--- src/rtl/serial_adder_pkg.sv ---
// Shared types and defaults for the bit-serial adder.
// Optional signed-overflow output is enabled with SERIAL_ADDER_OVF_EN.
package serial_adder_pkg;

   localparam int unsigned DEFAULT_WIDTH = 8;

   typedef enum logic [1:0] {
      IDLE = 2'd0,
      ADD  = 2'd1,
      DONE = 2'd2
   } state_t;

endpackage

--- src/rtl/full_adder_bit.sv ---
// One-bit full adder; the per-cycle arithmetic cell of serial_adder.
module full_adder_bit
   import serial_adder_pkg::*;
(
   input  logic i_a,
   input  logic i_b,
   input  logic i_c,
   output logic o_s,
   output logic o_co
);

   assign o_s  = i_a ^ i_b ^ i_c;
   assign o_co = (i_a & i_b) | (i_a & i_c) | (i_b & i_c);

endmodule

--- src/rtl/serial_adder.sv ---
// Bit-serial LSB-first adder: {cout,sum} = a + b + cin over WIDTH clocks.
// Define SERIAL_ADDER_OVF_EN to add the registered signed-overflow output o_ovf.
module serial_adder
   import serial_adder_pkg::*;
#(
   parameter int unsigned WIDTH = DEFAULT_WIDTH
) (
   input  logic             clk,
   input  logic             rst_n,
   input  logic             i_start,
   input  logic [WIDTH-1:0] i_a_in,
   input  logic [WIDTH-1:0] i_b_in,
   input  logic             i_cin,
   output logic             o_busy,
   output logic             o_done,
   output logic [WIDTH-1:0] o_sum,
   output logic             o_cout
`ifdef SERIAL_ADDER_OVF_EN
  ,output logic             o_ovf
`endif
);

   localparam int unsigned      CW   = $clog2(WIDTH);
   localparam logic [CW-1:0]    LAST = CW'(WIDTH - 1);

   state_t           r_state;
   logic [WIDTH-1:0] r_a_sr;
   logic [WIDTH-1:0] r_b_sr;
   logic [WIDTH-2:0] r_s_sr;
   logic             r_carry;
   logic [CW-1:0]    r_cnt;
   logic             r_busy;
   logic             r_done;
   logic [WIDTH-1:0] r_sum;
   logic             r_cout;
`ifdef SERIAL_ADDER_OVF_EN
   logic             r_ovf;
`endif

   logic             w_s;
   logic             w_co;
   logic [WIDTH-1:0] w_shift;

   full_adder_bit u_cell (
      .i_a  (r_a_sr[0]),
      .i_b  (r_b_sr[0]),
      .i_c  (r_carry),
      .o_s  (w_s),
      .o_co (w_co)
   );

   // New sum bit enters at the MSB; on the last cycle this is the full result.
   assign w_shift = {w_s, r_s_sr};

   always_ff @(posedge clk or negedge rst_n) begin
      if (!rst_n) begin
         r_state <= IDLE;
         r_a_sr  <= '0;
         r_b_sr  <= '0;
         r_s_sr  <= '0;
         r_carry <= 1'b0;
         r_cnt   <= '0;
         r_busy  <= 1'b0;
         r_done  <= 1'b0;
         r_sum   <= '0;
         r_cout  <= 1'b0;
`ifdef SERIAL_ADDER_OVF_EN
         r_ovf   <= 1'b0;
`endif
      end else begin
         r_done <= 1'b0;
         case (r_state)
            IDLE, DONE: begin
               if (i_start) begin
                  r_a_sr  <= i_a_in;
                  r_b_sr  <= i_b_in;
                  r_carry <= i_cin;
                  r_cnt   <= '0;
                  r_busy  <= 1'b1;
                  r_state <= ADD;
               end else begin
                  r_state <= IDLE;
               end
            end
            ADD: begin
               r_a_sr  <= r_a_sr >> 1;
               r_b_sr  <= r_b_sr >> 1;
               r_s_sr  <= w_shift[WIDTH-1:1];
               r_carry <= w_co;
               if (r_cnt == LAST) begin
                  r_sum   <= w_shift;
                  r_cout  <= w_co;
`ifdef SERIAL_ADDER_OVF_EN
                  // r_carry here is the carry into the MSB position.
                  r_ovf   <= r_carry ^ w_co;
`endif
                  r_busy  <= 1'b0;
                  r_done  <= 1'b1;
                  r_state <= DONE;
               end else begin
                  r_cnt <= r_cnt + CW'(1);
               end
            end
            default: r_state <= IDLE;
         endcase
      end
   end

   assign o_busy = r_busy;
   assign o_done = r_done;
   assign o_sum  = r_sum;
   assign o_cout = r_cout;
`ifdef SERIAL_ADDER_OVF_EN
   assign o_ovf  = r_ovf;
`endif

endmodule

--- config.mk ---
export PLATFORM = sky130hd
export DESIGN_NAME = serial_adder
export DESIGN_NICKNAME = d
export VERILOG_FILES = /design/src/rtl/serial_adder_pkg.sv /design/src/rtl/full_adder_bit.sv /design/src/rtl/serial_adder.sv
export SDC_FILE = /design/constraint.sdc
export NUM_CORES = 1
export LEC_CHECK = 0
export CAP_MARGIN = 40
export CORE_UTILIZATION = 45
export DETAILED_ROUTE_END_ITERATION = 7
export PLACE_DENSITY = 0.69
export SLEW_MARGIN = 30
export SYNTH_ARGS = -nofsm -noshare
export SYNTH_HDL_FRONTEND = slang
export SYNTH_SLANG_ARGS = --single-unit
--- constraint.sdc ---
create_clock -name clk -period 2 [get_ports clk]
set_input_delay 0.4 -clock clk [delete_from_list [all_inputs] [get_ports clk]]
set_output_delay 0.4 -clock clk [all_outputs]
set_load 0.005 [all_outputs]
Word level (Yosys, flattened, before mapping)
Cells that the tools add are included.
- register bits after elaboration: 40
- latch bits: 0
- RAM bits: 0
- ROM bits: 0
- output and inout bits: 11
- logic and storage cells: 48
- memories kept: 0
- $add $sub $neg: 1
- $mul: 0
- div/mod/pow operators: 0
- order comparisons: 0
- eq/ne operators: 6
- shift operators: 0
- muxes and demuxes: 17
- bitwise logic cells: 7
- reduce and logical (&&, ||, !) cells: 7
- operators by type and width (cell ; count):
    8-bit one-hot mux with 2 select lines ; 2
    8-bit two-way mux ; 2
    1-bit two-way mux ; 6
    3-bit two-way mux ; 2
    2-bit inequality test, second input constant ; 3
    3-bit one-hot mux with 2 select lines ; 1
    3-bit AND reduction ; 2
    1-bit one-hot mux with 2 select lines ; 2
    2-bit one-hot mux with 2 select lines ; 1
    2-bit AND reduction ; 2
    3-bit by 1-bit adder with 3-bit output, second input constant ; 1
    1-bit AND ; 3
    3-bit equality test, second input constant ; 1
    2-bit by 1-bit equality test with 1-bit output, second input constant ; 1
    2-bit equality test, second input constant ; 1
    2-bit logical NOT ; 1
    2-bit two-way mux ; 1
    1-bit OR ; 2
    2-bit nonzero test ; 1
    2-bit OR reduction ; 1
    1-bit XOR ; 2

Depth between registers and ports, before layout
Gate-level depths: netlist of run 1.
- depth after elaboration: 4
- mapped depth: 6

By module
From an unflattened synthesis of run 1, not the netlist that was laid out.
- cell total of the unflattened synthesis: 165
- area total of the unflattened synthesis: 1838.0 um^2
- by module, submodules not included (module ; times used ; cells an instance ; area each (um^2)):
    serial_adder ; 1 ; 164 ; 1818.0
    full_adder_bit ; 1 ; 1 ; 20.0

Least setup slack after synthesis of run 1
No wires, ideal clock.
- kind: register to register
- start point: register r_cnt[0]
- end point: register r_cnt[0]
- library setup time: 0.121 ns
- arrival time: 1.347 ns
- required time: 1.879 ns
- path slack: 0.532 ns
- stages on the path, launching flop included: 6
- buffers on the path: 0
- cells stage by stage: dfrtp_1 ha_1 ha_1 nor2_1 xor2_1 a22o_1
- longest elaborated chain between the ends: 3
- elaborated cells on any way between the ends: 6
- classes of those cells: add/sub: 1; eq/ne: 2; mux: 2; reduce/logical: 1
- RTL lines (element ; RTL line ; RTL):
    from (decl) ; serial_adder.sv:31 ; logic [CW-1:0] r_cnt;
    from (signal assigned) ; serial_adder.sv:101 ; r_cnt <= r_cnt + CW'(1);
    3-bit by 1-bit adder with 3-bit output or 3-bit equality test (tied branches) ; serial_adder.sv:101, serial_adder.sv:90 ;
    3-bit two-way mux or 2-bit inequality test (tied branches) ; - ;
    3-bit one-hot mux with 2 select lines or 3-bit AND reduction (tied branches) ; - ;
Parallel ways exist; a longest one is shown, timed or not. The select of a mux whose other input is x is not followed.
A chain may end at the register's enable or synchronous reset.

Worst setup path in the final report of run 1
Ends and elaborated chain as after synthesis.

==> results of run 1 <==
cell type report:
| class | count | area [um^2] |
|---|---|---|
| inverters | 3 | 11.26 |
| clock buffers | 5 | 68.82 |
| well taps | 50 | 62.56 |
| clock inverters | 3 | 47.55 |
| fillers | 347 | 1663 |
| repair buffers | 34 | 350.3 |
| multi-input cells | 101 | 824.5 |
| flip-flops and latches | 40 | 1001 |
cell usage after synthesis (4+ instances only):
cell type and number:
a21oi_1 15, mux2i_1 15, nor2b_1 15, dfrtp_1 40, mux2_4 8, buf_2 4, nor2_1 4, a211oi_1 14
nand2_1 4, mux2_2 8
path summary, 6_finish.rpt:
path | cells after the start | start | slack, ps | end
min in group clk | 1 | r_a_sr[1]$_DFFE_PN0P_ | 490 | r_a_sr[1]$_DFFE_PN0P_
worst max register to register | 5 | r_cnt[0]$_DFFE_PN0P_ | 340 | r_cnt[0]$_DFFE_PN0P_
max in group asynchronous | 2 | rst_n | 1440 | r_a_sr[4]$_DFFE_PN0P_
worst min-delay path | 1 | rst_n | 70 | o_sum[2]$_DFFE_PN0P_
worst max-delay path | 5 | r_cnt[0]$_DFFE_PN0P_ | 340 | r_cnt[0]$_DFFE_PN0P_
worst min register to register | 1 | r_a_sr[1]$_DFFE_PN0P_ | 490 | r_a_sr[1]$_DFFE_PN0P_
critical path: cells and delay by family, from the launching register on:
kind	cells	cell delay (ps)
adder cells (fa/ha/maj)	2	470
flip-flops	1	420
AND/OR/NAND/NOR	1	350
AO/OA/AOI/OAI	1	200
XOR/XNOR	1	130
power groups by stage:
stage	clock, mW	combinational (mW)	sequential, mW
2_1_floorplan	0	0.967	1.41
3_3_place_gp	0	1.29	1.46
3_5_place_dp	0	1.34	1.48
4_1_cts	0.687	1.35	1.47
5_1_grt	0.720	1.49	1.51
6_report	0.677	1.34	1.47
sequential cells by signal, indices dropped and copies added (netlist names):
signal,flops
o_sum,8
r_a_sr,8
r_b_sr,8
r_s_sr,7
r_cnt,3
r_state,2
o_busy,1
o_cout,1
o_done,1
r_carry,1
stage by stage:
stage	cells	setup WS [ps]	hold WS [ps]
2_1_floorplan	155	531.7	104.4
3_3_place_gp	228	408.8	397.0
3_5_place_dp	228	347.4	397.7
4_1_cts	236	320.5	73.85
5_1_grt	236	250.6	90.16
6_report	236	335.7	67.48
cells in the final DEF, fill, tap and decap left out:
cell type / Yosys / routed
clkdlybuf4s50_1: 0 / 29
mux2_4: 8 / 8
nor2b_1: 15 / 15
o21ai_0: 2 / 2
inv_1: 3 / 3
buf_2: 4 / 1
a211oi_1: 14 / 14
nor2_1: 4 / 4
dfrtp_1: 40 / 40
mux2_2: 8 / 8
nand3_1: 3 / 3
nor2b_4: 1 / 1
o211ai_1: 2 / 2
xor2_1: 1 / 1
a21o_1: 2 / 2
ha_1: 2 / 2
clkinv_4: 0 / 2
fa_1: 1 / 1
buf_12: 0 / 2
a21oi_1: 15 / 15
clkbuf_8: 0 / 5
buf_4: 0 / 2
nand2_1: 4 / 4
a22o_1: 3 / 3
nand2_4: 1 / 1
mux2i_1: 15 / 15
bufinv_16: 0 / 1
cell families after synthesis:
| family | after synthesis |
|---|---|
| adder cells (fa/ha/maj) | 3 |
| XOR/XNOR | 1 |
| AND/OR/NAND/NOR | 28 |
| AO/OA/AOI/OAI | 38 |
| multiplexers | 31 |
| flip-flops | 40 |
| buffers and inverters | 14 |
metal layers:
| layer | vias to the layer above | part of all wire (%) |
|---|---|---|
| met2 | 27 | 49 |
| met5 | - | 0 |
| met4 | 0 | 1.7 |
| met1 | 629 | 46 |
| li1 | 616 | - |
| met3 | 8 | 3.6 |
==> results.json, run 1 <==
{
  "die_y_um": 67.08,
  "die-width_um": 67.08,
  "via_count": 1280,
  "grtUsageMet2_pct": 26.63,
  "tns_ps": 0,
  "antennaDiodeCount": 0,
  "synthArstFlopShare_pct": 100.0,
  "finish.utilization_pct": 58.73,
  "ys_seq_elements": 40,
  "port_buffers": 30,
  "cpMostUsedCell": "ha_1",
  "post-dp-hpwl_mm": 2.375,
  "clk_latency_ps": 290,
  "cts_setup_buffers": 0,
  "antenna_found_initial": 0,
  "cap_viol_max_count": 0,
  "switching_power_mw": 1.105,
  "finalCritPeriodShare_pct": 83.21,
  "switching_share_pct": 31.77,
  "ys_seq_area_share_pct": 52.53,
  "synthMuxAreaShare_pct": 18.91,
  "grt_max_degree": 40,
  "ys_warn_count": 0,
  "drive_gt1_share_pct": 16.67,
  "setup_viol": 0,
  "grt_pass1_wl_mm": 5.782,
  "synthXorXnorAreaFrac_pct": 0.4596,
  "p_int_mw": 2.373,
  "hp-class": "in -> async",
  "drcViolationCount": 0,
  "place_area_um2": 2250,
  "wl_per_cell_um": 14.99,
  "cpPeakStageDelay_ps": 420,
  "worstMarginPinSlew_ps": 519.3,
  "rsz0062_at_grt": "no",
  "cp-start-kind": "register",
  "synth_top_family_by_area": "multiplexers",
  "irDropWorstVdd_v": 0.0006023,
  "fin_nets": 208,
  "leakagePower_nw": 1.010,
  "dieArea_um2": 4499,
  "worstPathArrival_ps": 1850,
  "synthSimpleGateAreaFrac_pct": 8.601,
  "fmax_mhz": 600.9,
  "path_clk_slew_ps": 80,
  "status": "finished clean",
  "io_pins": 31,
  "synth_top_area_cell": "dfrtp_1",
  "ys.flop_type": "dfrtp_1",
  "synth_fp_nets": 178,
  "clock_sinks": 40,
  "hold_viol": 0,
  "place_congestion": 0.7792,
  "drtIter0Drc": 90,
  "cts_buffers": 5,
  "rows": 23,
  "cp_cell_sequence": "ha_1 -> ha_1 -> nor2_1 -> xor2_1 -> a22o_1",
  "slew_viol_final": 0,
  "p_per_area_nw_per_um2": 1470,
  "drt_first_pass_iters": 4,
  "worst_ep_required_time_ps": 2190,
  "htree_levels": 2,
  "overflow": 0,
  "ys_top_cells_by_area": "dfrtp_1 (53%), mux2i_1 (7.9%), mux2_4 (6.3%)",
  "floorplan.initialDensity_pct": 47.30,
  "cts_resized": 0,
  "stdcell_area_um2": 2366,
  "routed_via_density": 5.424,
  "busiest_layer": "met2",
  "synth_edf_count": 0,
  "fin_skew_ps": 5.617,
  "synthDistinctLibCells": 24,
  "core_area_um2": 4029,
  "synth.top_cell.area_share_pct": 52.53,
  "p_total_mw": 3.478,
  "use_met3_pct": 5.137,
  "grt_usage_pct": 17.55,
  "end_kind": "register",
  "slew_headroom_pct": 65.38,
  "fin_crit_ps": 1664,
  "ctsHoldBuffers": 0,
  "combPwrFrac_pct": 38.4,
  "p_seq_share_pct": 42.1,
  "syn_inst": 155,
  "cts_buffer_depth": 2,
  "root_buffer": "clkbuf_8",
  "cp_slowest_cell": "dfrtp_1",
  "path_class": "reg -> reg",
  "wl_mm": 3.537,
  "synth-compound-area-share_pct": 12.93,
  "synth_fa_ha_area_share_pct": 2.364,
  "cp_max_fo": 6,
  "met1_usage_pct": 23.61,
  "grt_pass1_vias": 1250,
  "synth_area_um2": 1906,
  "postRouteAntennaNets": 0,
  "cts_tree": "yes",
  "syn_area_per_cell_um2": 12.29,
  "syn2layout_area_growth_pct": 24.16,
  "clkPwrFrac_pct": 19.5
}
(Power assumes the default switching activity.)
==> run 2, diff against run 1 <==
Settings changed: PLACE_DENSITY 0.69 to 0.72.
Clock period 2 ns to 1.5 ns, I/O delays scaled along.
==> results.json, run 2 (synthesis gave the netlist of run 1 again) <==
{
  "status": "finished clean",
  "grt_usage_pct": 18.37,
  "htree_levels": 2,
  "fin_nets": 214,
  "wl_mm": 3.705,
  "p_per_area_nw_per_um2": 1928,
  "cp.depth": 1,
  "routed_via_density": 5.339,
  "reg2reg_to": "o_sum[0]$_DFFE_PN0P_",
  "cpPeakStageDelay_ps": 510,
  "worstMarginPinSlew_ps": 502.1,
  "fin_crit_ps": 1444,
  "layout_common_cells": "dfrtp_1 (40), clkdlybuf4s50_1 (28), mux2i_1 (15), nor2b_1 (15), a21oi_1 (15)",
  "worst_ep_required_time_ps": 1200,
  "path_buf_inv": 1,
  "worstPathArrival_ps": 1140,
  "root_buffer": "clkbuf_8",
  "die_y_um": 67.08,
  "grt_max_degree": 41,
  "mostFrequentLayoutCell": "dfrtp_1",
  "drtIter0Drc": 53,
  "core_area_um2": 4029,
  "slew_viol_final": 0,
  "antennaDiodeCount": 0,
  "antenna_found_initial": 0,
  "grt_pass1_wl_mm": 6.078,
  "io_pins": 31,
  "rrSetupSlack_ps": 70,
  "finalCritPeriodShare_pct": 96.29,
  "rsz0062_at_grt": "no",
  "cap_viol_max_count": 0,
  "via_count": 1292,
  "wl_per_cell_um": 15.31,
  "ctsHoldBuffers": 0,
  "grtUsageMet2_pct": 31.13,
  "end_kind": "output port",
  "use_met3_pct": 5.308,
  "grt_pass1_vias": 1284,
  "clock_sinks": 40,
  "rows": 23,
  "critPathCapture": "o_sum[1]",
  "place_congestion": 0.7780,
  "r2r_cells": 4,
  "path_clk_slew_ps": 80,
  "cts_buffer_depth": 2,
  "dp_cells": 234,
  "met1_usage_pct": 22.34,
  "hp-class": "in -> async",
  "port_buffers": 30,
  "floorplan.initialDensity_pct": 47.30,
  "leakagePower_nw": 1.035,
  "die-width_um": 67.08,
  "drcViolationCount": 0,
  "instances_no_fill": 242,
  "cp_top_family": "buffers and inverters",
  "irDropWorstVdd_v": 0.0008119,
  "path_class": "reg -> out",
  "hold_viol": 0,
  "r2r-start": "r_cnt[0]$_DFFE_PN0P_",
  "clk_latency_ps": 290,
  "dieArea_um2": 4499,
  "cp_cell_sequence": "clkdlybuf4s50_1",
  "busiest_layer": "met2",
  "drive_gt1_share_pct": 19.27,
  "cp_slowest_cell": "clkdlybuf4s50_1",
  "cp_max_fo": 2,
  "fin_skew_ps": 9.262,
  "syn2layout_area_growth_pct": 26.26,
  "post-dp-hpwl_mm": 2.616,
  "hold_slack_ps": 66.13,
  "slew_headroom_pct": 66.53,
  "cts_tree": "yes",
  "cp-startpoint": "o_sum[1]$_DFFE_PN0P_",
  "postRouteAntennaNets": 0,
  "drt_first_pass_iters": 4,
  "setup_viol": 0,
  "cts_buffers": 5,
  "overflow": 0,
  "tns_ps": 0,
  "cp-start-kind": "register",
  "fmax_mhz": 692.4
}
run 2: how the worst min path moves through the flow:
stage / start / end / cells after the start
6_report: rst_n / r_state[1]$_DFFE_PN0P_ / 2
5_1_grt: rst_n / r_a_sr[0]$_DFFE_PN0P_ / 2
4_1_cts: rst_n / o_sum[0]$_DFFE_PN0P_ / 2
3_5_place_dp: rst_n / o_sum[1]$_DFFE_PN0P_ / 2
3_3_place_gp: rst_n / o_sum[1]$_DFFE_PN0P_ / 2
2_1_floorplan: rst_n / o_busy$_DFFE_PN0P_ / 0
run 2: through the flow:
stage	total power, mW	worst slack [ps]	area, um^2	util [%]
global placement	3.749	11.03	2295	56.96
finish	4.638	55.68	2406	59.72
global route	4.970	2.446	2406	59.72
detailed placement	3.933	-50.43	2295	56.96
floorplan	3.173	31.71	1906	-
CTS	4.665	12.12	2387	59.25
run 2: final cells by class:
class / count / area (um^2)
clock buffer: 8 / 90.09
tap: 50 / 62.56
timing repair buffer: 40 / 397.9
sequential: 40 / 1001
multi-input combinational: 101 / 843.3
fill: 333 / 1623
inverter: 3 / 11.26
run 2: repair_timing:
item / in CTS / in global routing
resized for setup: 1 / 4
buffers inserted: 0 / 0
endpoints found under the setup margin: 2 / 3
run 2: where the power goes:
part	total [mW]	leakage, nW	switching [mW]	internal [mW]
combinational	1.96	0.508	0.792	1.17
sequential	1.95	0.482	0.357	1.59
clock	0.725	0.0455	0.350	0.375
total	4.64	1.04	1.50	3.14
run 2: layer usage:
| metal | wire length (um) | share of wire [%] |
|---|---|---|
| met1 | 1618 | 44 |
| met2 | 1920 | 52 |
| met3 | 129 | 3.5 |
| met4 | 37 | 1.0 |
| met5 | 0 | 0 |
==> run 3, diff against run 2 <==
Settings changed: PLACE_DENSITY 0.72 to 0.69.
Clock period 1.5 ns to 1.55 ns, I/O delays scaled along.
==> results.json, run 3 (synthesis gave the netlist of run 1 again) <==
{
  "status": "finished clean",
  "worstPathArrival_ps": 1170,
  "antenna_found_initial": 0,
  "mostFrequentLayoutCell": "dfrtp_1",
  "rsz0062_at_grt": "no",
  "fin_nets": 216,
  "place_area_um2": 2287,
  "slew_headroom_pct": 67.35,
  "grt_usage_pct": 18.42,
  "die_y_um": 67.08,
  "leakagePower_nw": 1.064,
  "hp-class": "reg -> reg",
  "dieArea_um2": 4499,
  "syn2layout_area_growth_pct": 30.14,
  "fill_cells": 320,
  "slew_viol_final": 0,
  "dp_cells": 233,
  "path_buf_inv": 1,
  "core_area_um2": 4029,
  "path_clk_slew_ps": 80,
  "rows": 23,
  "floorplan.initialDensity_pct": 47.30,
  "worstMarginPinSlew_ps": 489.8,
  "finalCritPeriodShare_pct": 95.31,
  "fmax_mhz": 676.9,
  "cpPeakStageDelay_ps": 510,
  "grt_pass1_vias": 1294,
  "worst_ep_required_time_ps": 1240,
  "cts_tree": "yes",
  "path_class": "reg -> out",
  "overflow": 0,
  "stdcell_area_um2": 2480,
  "clk_latency_ps": 290,
  "postRouteAntennaNets": 0,
  "cp-start-kind": "register",
  "cp_cell_sequence": "clkdlybuf4s50_1",
  "post-dp-hpwl_mm": 2.477,
  "drive_gt1_share_pct": 20.62,
  "p_per_area_nw_per_um2": 1982,
  "drcViolationCount": 0,
  "antennaDiodeCount": 0,
  "via_count": 1313,
  "irDropWorstVdd_v": 0.0008170,
  "routed_via_density": 5.381,
  "end_kind": "output port",
  "root_buffer": "clkbuf_8",
  "fin_crit_ps": 1477,
  "cap_viol_max_count": 0,
  "cp_top_family": "buffers and inverters",
  "grt_max_degree": 32,
  "wl_per_cell_um": 15.38,
  "cp_slowest_cell": "clkdlybuf4s50_1",
  "clock_sinks": 40,
  "place_congestion": 0.7789,
  "setup_viol": 0,
  "cts_buffer_depth": 2,
  "cp_max_fo": 3,
  "cts_buffers": 5,
  "grt_pass1_wl_mm": 5.940,
  "io_pins": 31,
  "layout_common_cells": "dfrtp_1 (40), clkdlybuf4s50_1 (29), mux2i_1 (15), nor2b_1 (15), a21oi_1 (15)",
  "fin_skew_ps": 6.100,
  "p_total_mw": 4.915,
  "die-width_um": 67.08,
  "drt_first_pass_iters": 4,
  "wl_mm": 3.752,
  "port_buffers": 30,
  "drtIter0Drc": 75,
  "instances_no_fill": 244,
  "htree_levels": 2,
  "hold_viol": 0
}
==> run 3: area by class of cell <==
type / instances / area, um^2 / area share [%]
sequential: 40 / 1001 / 40.36
multi-input combinational: 102 / 840.8 / 33.91
timing repair buffer: 41 / 405.4 / 16.35
clock inverter: 3 / 90.09 / 3.633
clock buffer: 5 / 68.82 / 2.775
tap: 50 / 62.56 / 2.523
inverter: 3 / 11.26 / 0.4541
==> run 3: final timing paths <==
| kind | startpoint | end | cells after the start | slack, ps |
|---|---|---|---|---|
| max reg2reg | r_cnt[1]$_DFFE_PN0P_ | o_sum[0]$_DFFE_PN0P_ | 4 | 80 |
| max | o_busy$_DFFE_PN0P_ | o_busy | 1 | 70 |
| min reg2reg | r_a_sr[1]$_DFFE_PN0P_ | r_a_sr[1]$_DFFE_PN0P_ | 1 | 500 |
| min in group asynchronous | rst_n | o_sum[2]$_DFFE_PN0P_ | 2 | 510 |
| min | r_a_sr[1]$_DFFE_PN0P_ | r_a_sr[1]$_DFFE_PN0P_ | 1 | 500 |
| max in group asynchronous | rst_n | r_state[1]$_DFFE_PN0P_ | 3 | 550 |
==> run 3: power by group <==
group / switching [mW] / leakage, nW / internal, mW
registers: 0.348 / 0.482 / 1.54
clock network: 0.364 / 0.0784 / 0.805
logic: 0.731 / 0.503 / 1.12
total: 1.44 / 1.06 / 3.47
==> run 3: layer usage <==
layer	track usage (%)	part of all wire, %	vias to the layer above
li1	-	-	630
met1	22.72	46	654
met2	29.25	50	27
met3	6.164	3.2	2
met4	7.447	0.64	0
met5	0	0	-
==> run 3: timing repair <==
action | 4_1_cts | 5_1_grt
gates resized for setup | 0 | 3
setup buffers | 0 | 1
endpoints found under the hold margin | 18 | 0
setup endpoints to repair | 0 | 5
hold buffers | 1 | 0
==> run 3: metrics by stage <==
step | worst slack, ps | hold WS [ps] | setup TNS [ps] | utilization [%]
after floorplan | 81.71 | 14.41 | 0 | -
final | 72.64 | 499.6 | 0 | 61.55
after global placement | 19.03 | 297.1 | 0 | 56.77
after CTS | 37.35 | 499.1 | 0 | 60.96
after detailed placement | -11.39 | 301.9 | -27.94 | 56.77
after global routing | 7.938 | 517.0 | 0 | 61.55
==> edit: new RTL, config.mk and constraints of run 1 <==
The 3 states of `state_t` get a one-hot encoding in 3 bits.
--- a/src/rtl/serial_adder_pkg.sv
+++ b/src/rtl/serial_adder_pkg.sv
@@ -4,10 +4,10 @@
 
    localparam int unsigned DEFAULT_WIDTH = 8;
 
-   typedef enum logic [1:0] {
-      IDLE = 2'd0,
-      ADD  = 2'd1,
-      DONE = 2'd2
+   typedef enum logic [2:0] {
+      IDLE = 3'b001,
+      ADD  = 3'b010,
+      DONE = 3'b100
    } state_t;
 
 endpackage
Check against the original RTL: same outputs for any inputs over 10 cycles, from zero or initial values and one cycle with rst_n low; not proved beyond that.
==> edit against run 1 <==
Setup slack got worse by 36 ps; total power shrank 29%; utilization increased by 0.60 points; sequential cell count rose by 1; area after synthesis down 9.2%; non-clock buffer count is 1 higher; via count decreased by 10%; final area decreased by 8.2%; wire length shrank 13%; largest cell class unchanged.
==> edit: results (changes against run 1) <==
- Number of inserted filler cells in the final layout: 317 (-8.6%)
- Layout cell share with drive strength beyond 1: 0.145 (-0.0222)
- Final wirelength: 3.09 mm (-13%)
- Multi-input gate share of the layout cell area: 0.301 (-0.0472)
- Final design instance area without fill: 2170 um2 (-8.2%)
- Non-clk bufs: 35 (+2.9%)
- Largest incremental delay on the critical path: 580 ps (+160 ps)
- Static Leakage: 1.05 nW (+3.5%)
- Signal buffers share of area: 0.153 (+0.00516)
- Clock Skew: 5.84 ps (+0.220 ps)
- Pin count of the biggest net entering global routing: 42 (+5.0%)
- Normalized max-slew margin: 0.527 (-0.127)
- Total routing usage reported by global routing: 0.176 (+0.000545)
- Routed vias: 1152 (-10%)
- Power per unit of standard cell area: 1140 nW/um2 (-23%)
- Number of nets in the finished design: 195 (-6.3%)
- Gpl congestion: 0.727 (-6.7%)
- Power of the combinational group: 0.000673 W (-50%)
- Number of non-clock inverters: 2 (-1)
- Sequential cell area: 1030 um2 (+2.6%)
- Outcome: finished clean
- Gate Count Post-Synth: 137 (-12%)
- Initial drt markers: 54 (-40%)
- Count of multi-input gates: 87 (-14%)
- Dpl cells: 213 (-6.6%)
- Unique masters post-synth: 28 (+17%)
- Non-filler instance count after layout: 221 (-6.4%)
- Maximum fanout along the worst path: 16 (+10)
- Worst path top cell family by delay: compound AO/OA/AOI/OAI gates
- Sequential share of the synthesized area: 0.594 (+0.0684)
- Prevailing post-synth register cell: sky130_fd_sc_hd__dfrtp_1
- Ranking of synthesized cells by area: sky130_fd_sc_hd__dfrtp_1, sky130_fd_sc_hd__a221o_1, sky130_fd_sc_hd__mux2_4
- #FFs+latches synth: 41 (+2.5%)
- Clock buffer and inverter area fraction after layout: 0.0415 (-0.00771)
## edit: cell types whose count changed after synthesis, sizes merged, moves of 15 or more
cell   change
nor2b     -15
a221o     +15
and2      +15
nand2     +19
## edit: metal layers
layer	routed length, um	track usage	vias to the layer above
li1	-	-	549
met1	1440	0.198	570
met2	1480	0.295	26
met3	112	0.0482	7
met4	62	0.108	0
met5	0	0	-
## edit: cells by family after synthesis
group / share of synthesized area
mux: 0.0817
fa+ha+maj: 0.0260
compound gates: 0.124
flops: 0.594
xor+xnor: 0.0101
buf+inv: 0.0282
simple gates: 0.136
## edit: final timing paths
path	startpoint	to	slack, ps	cells past startpoint
min in group clk	o_busy	o_busy	480	1
min reg2reg	o_busy	o_busy	480	1
max	r_state[0]	r_a_sr[5]	300	4
max in group asynchronous	rst_n	r_state[0]	1480	2
max reg2reg	r_state[0]	r_a_sr[5]	300	4
min	rst_n	o_sum[2]	150	2
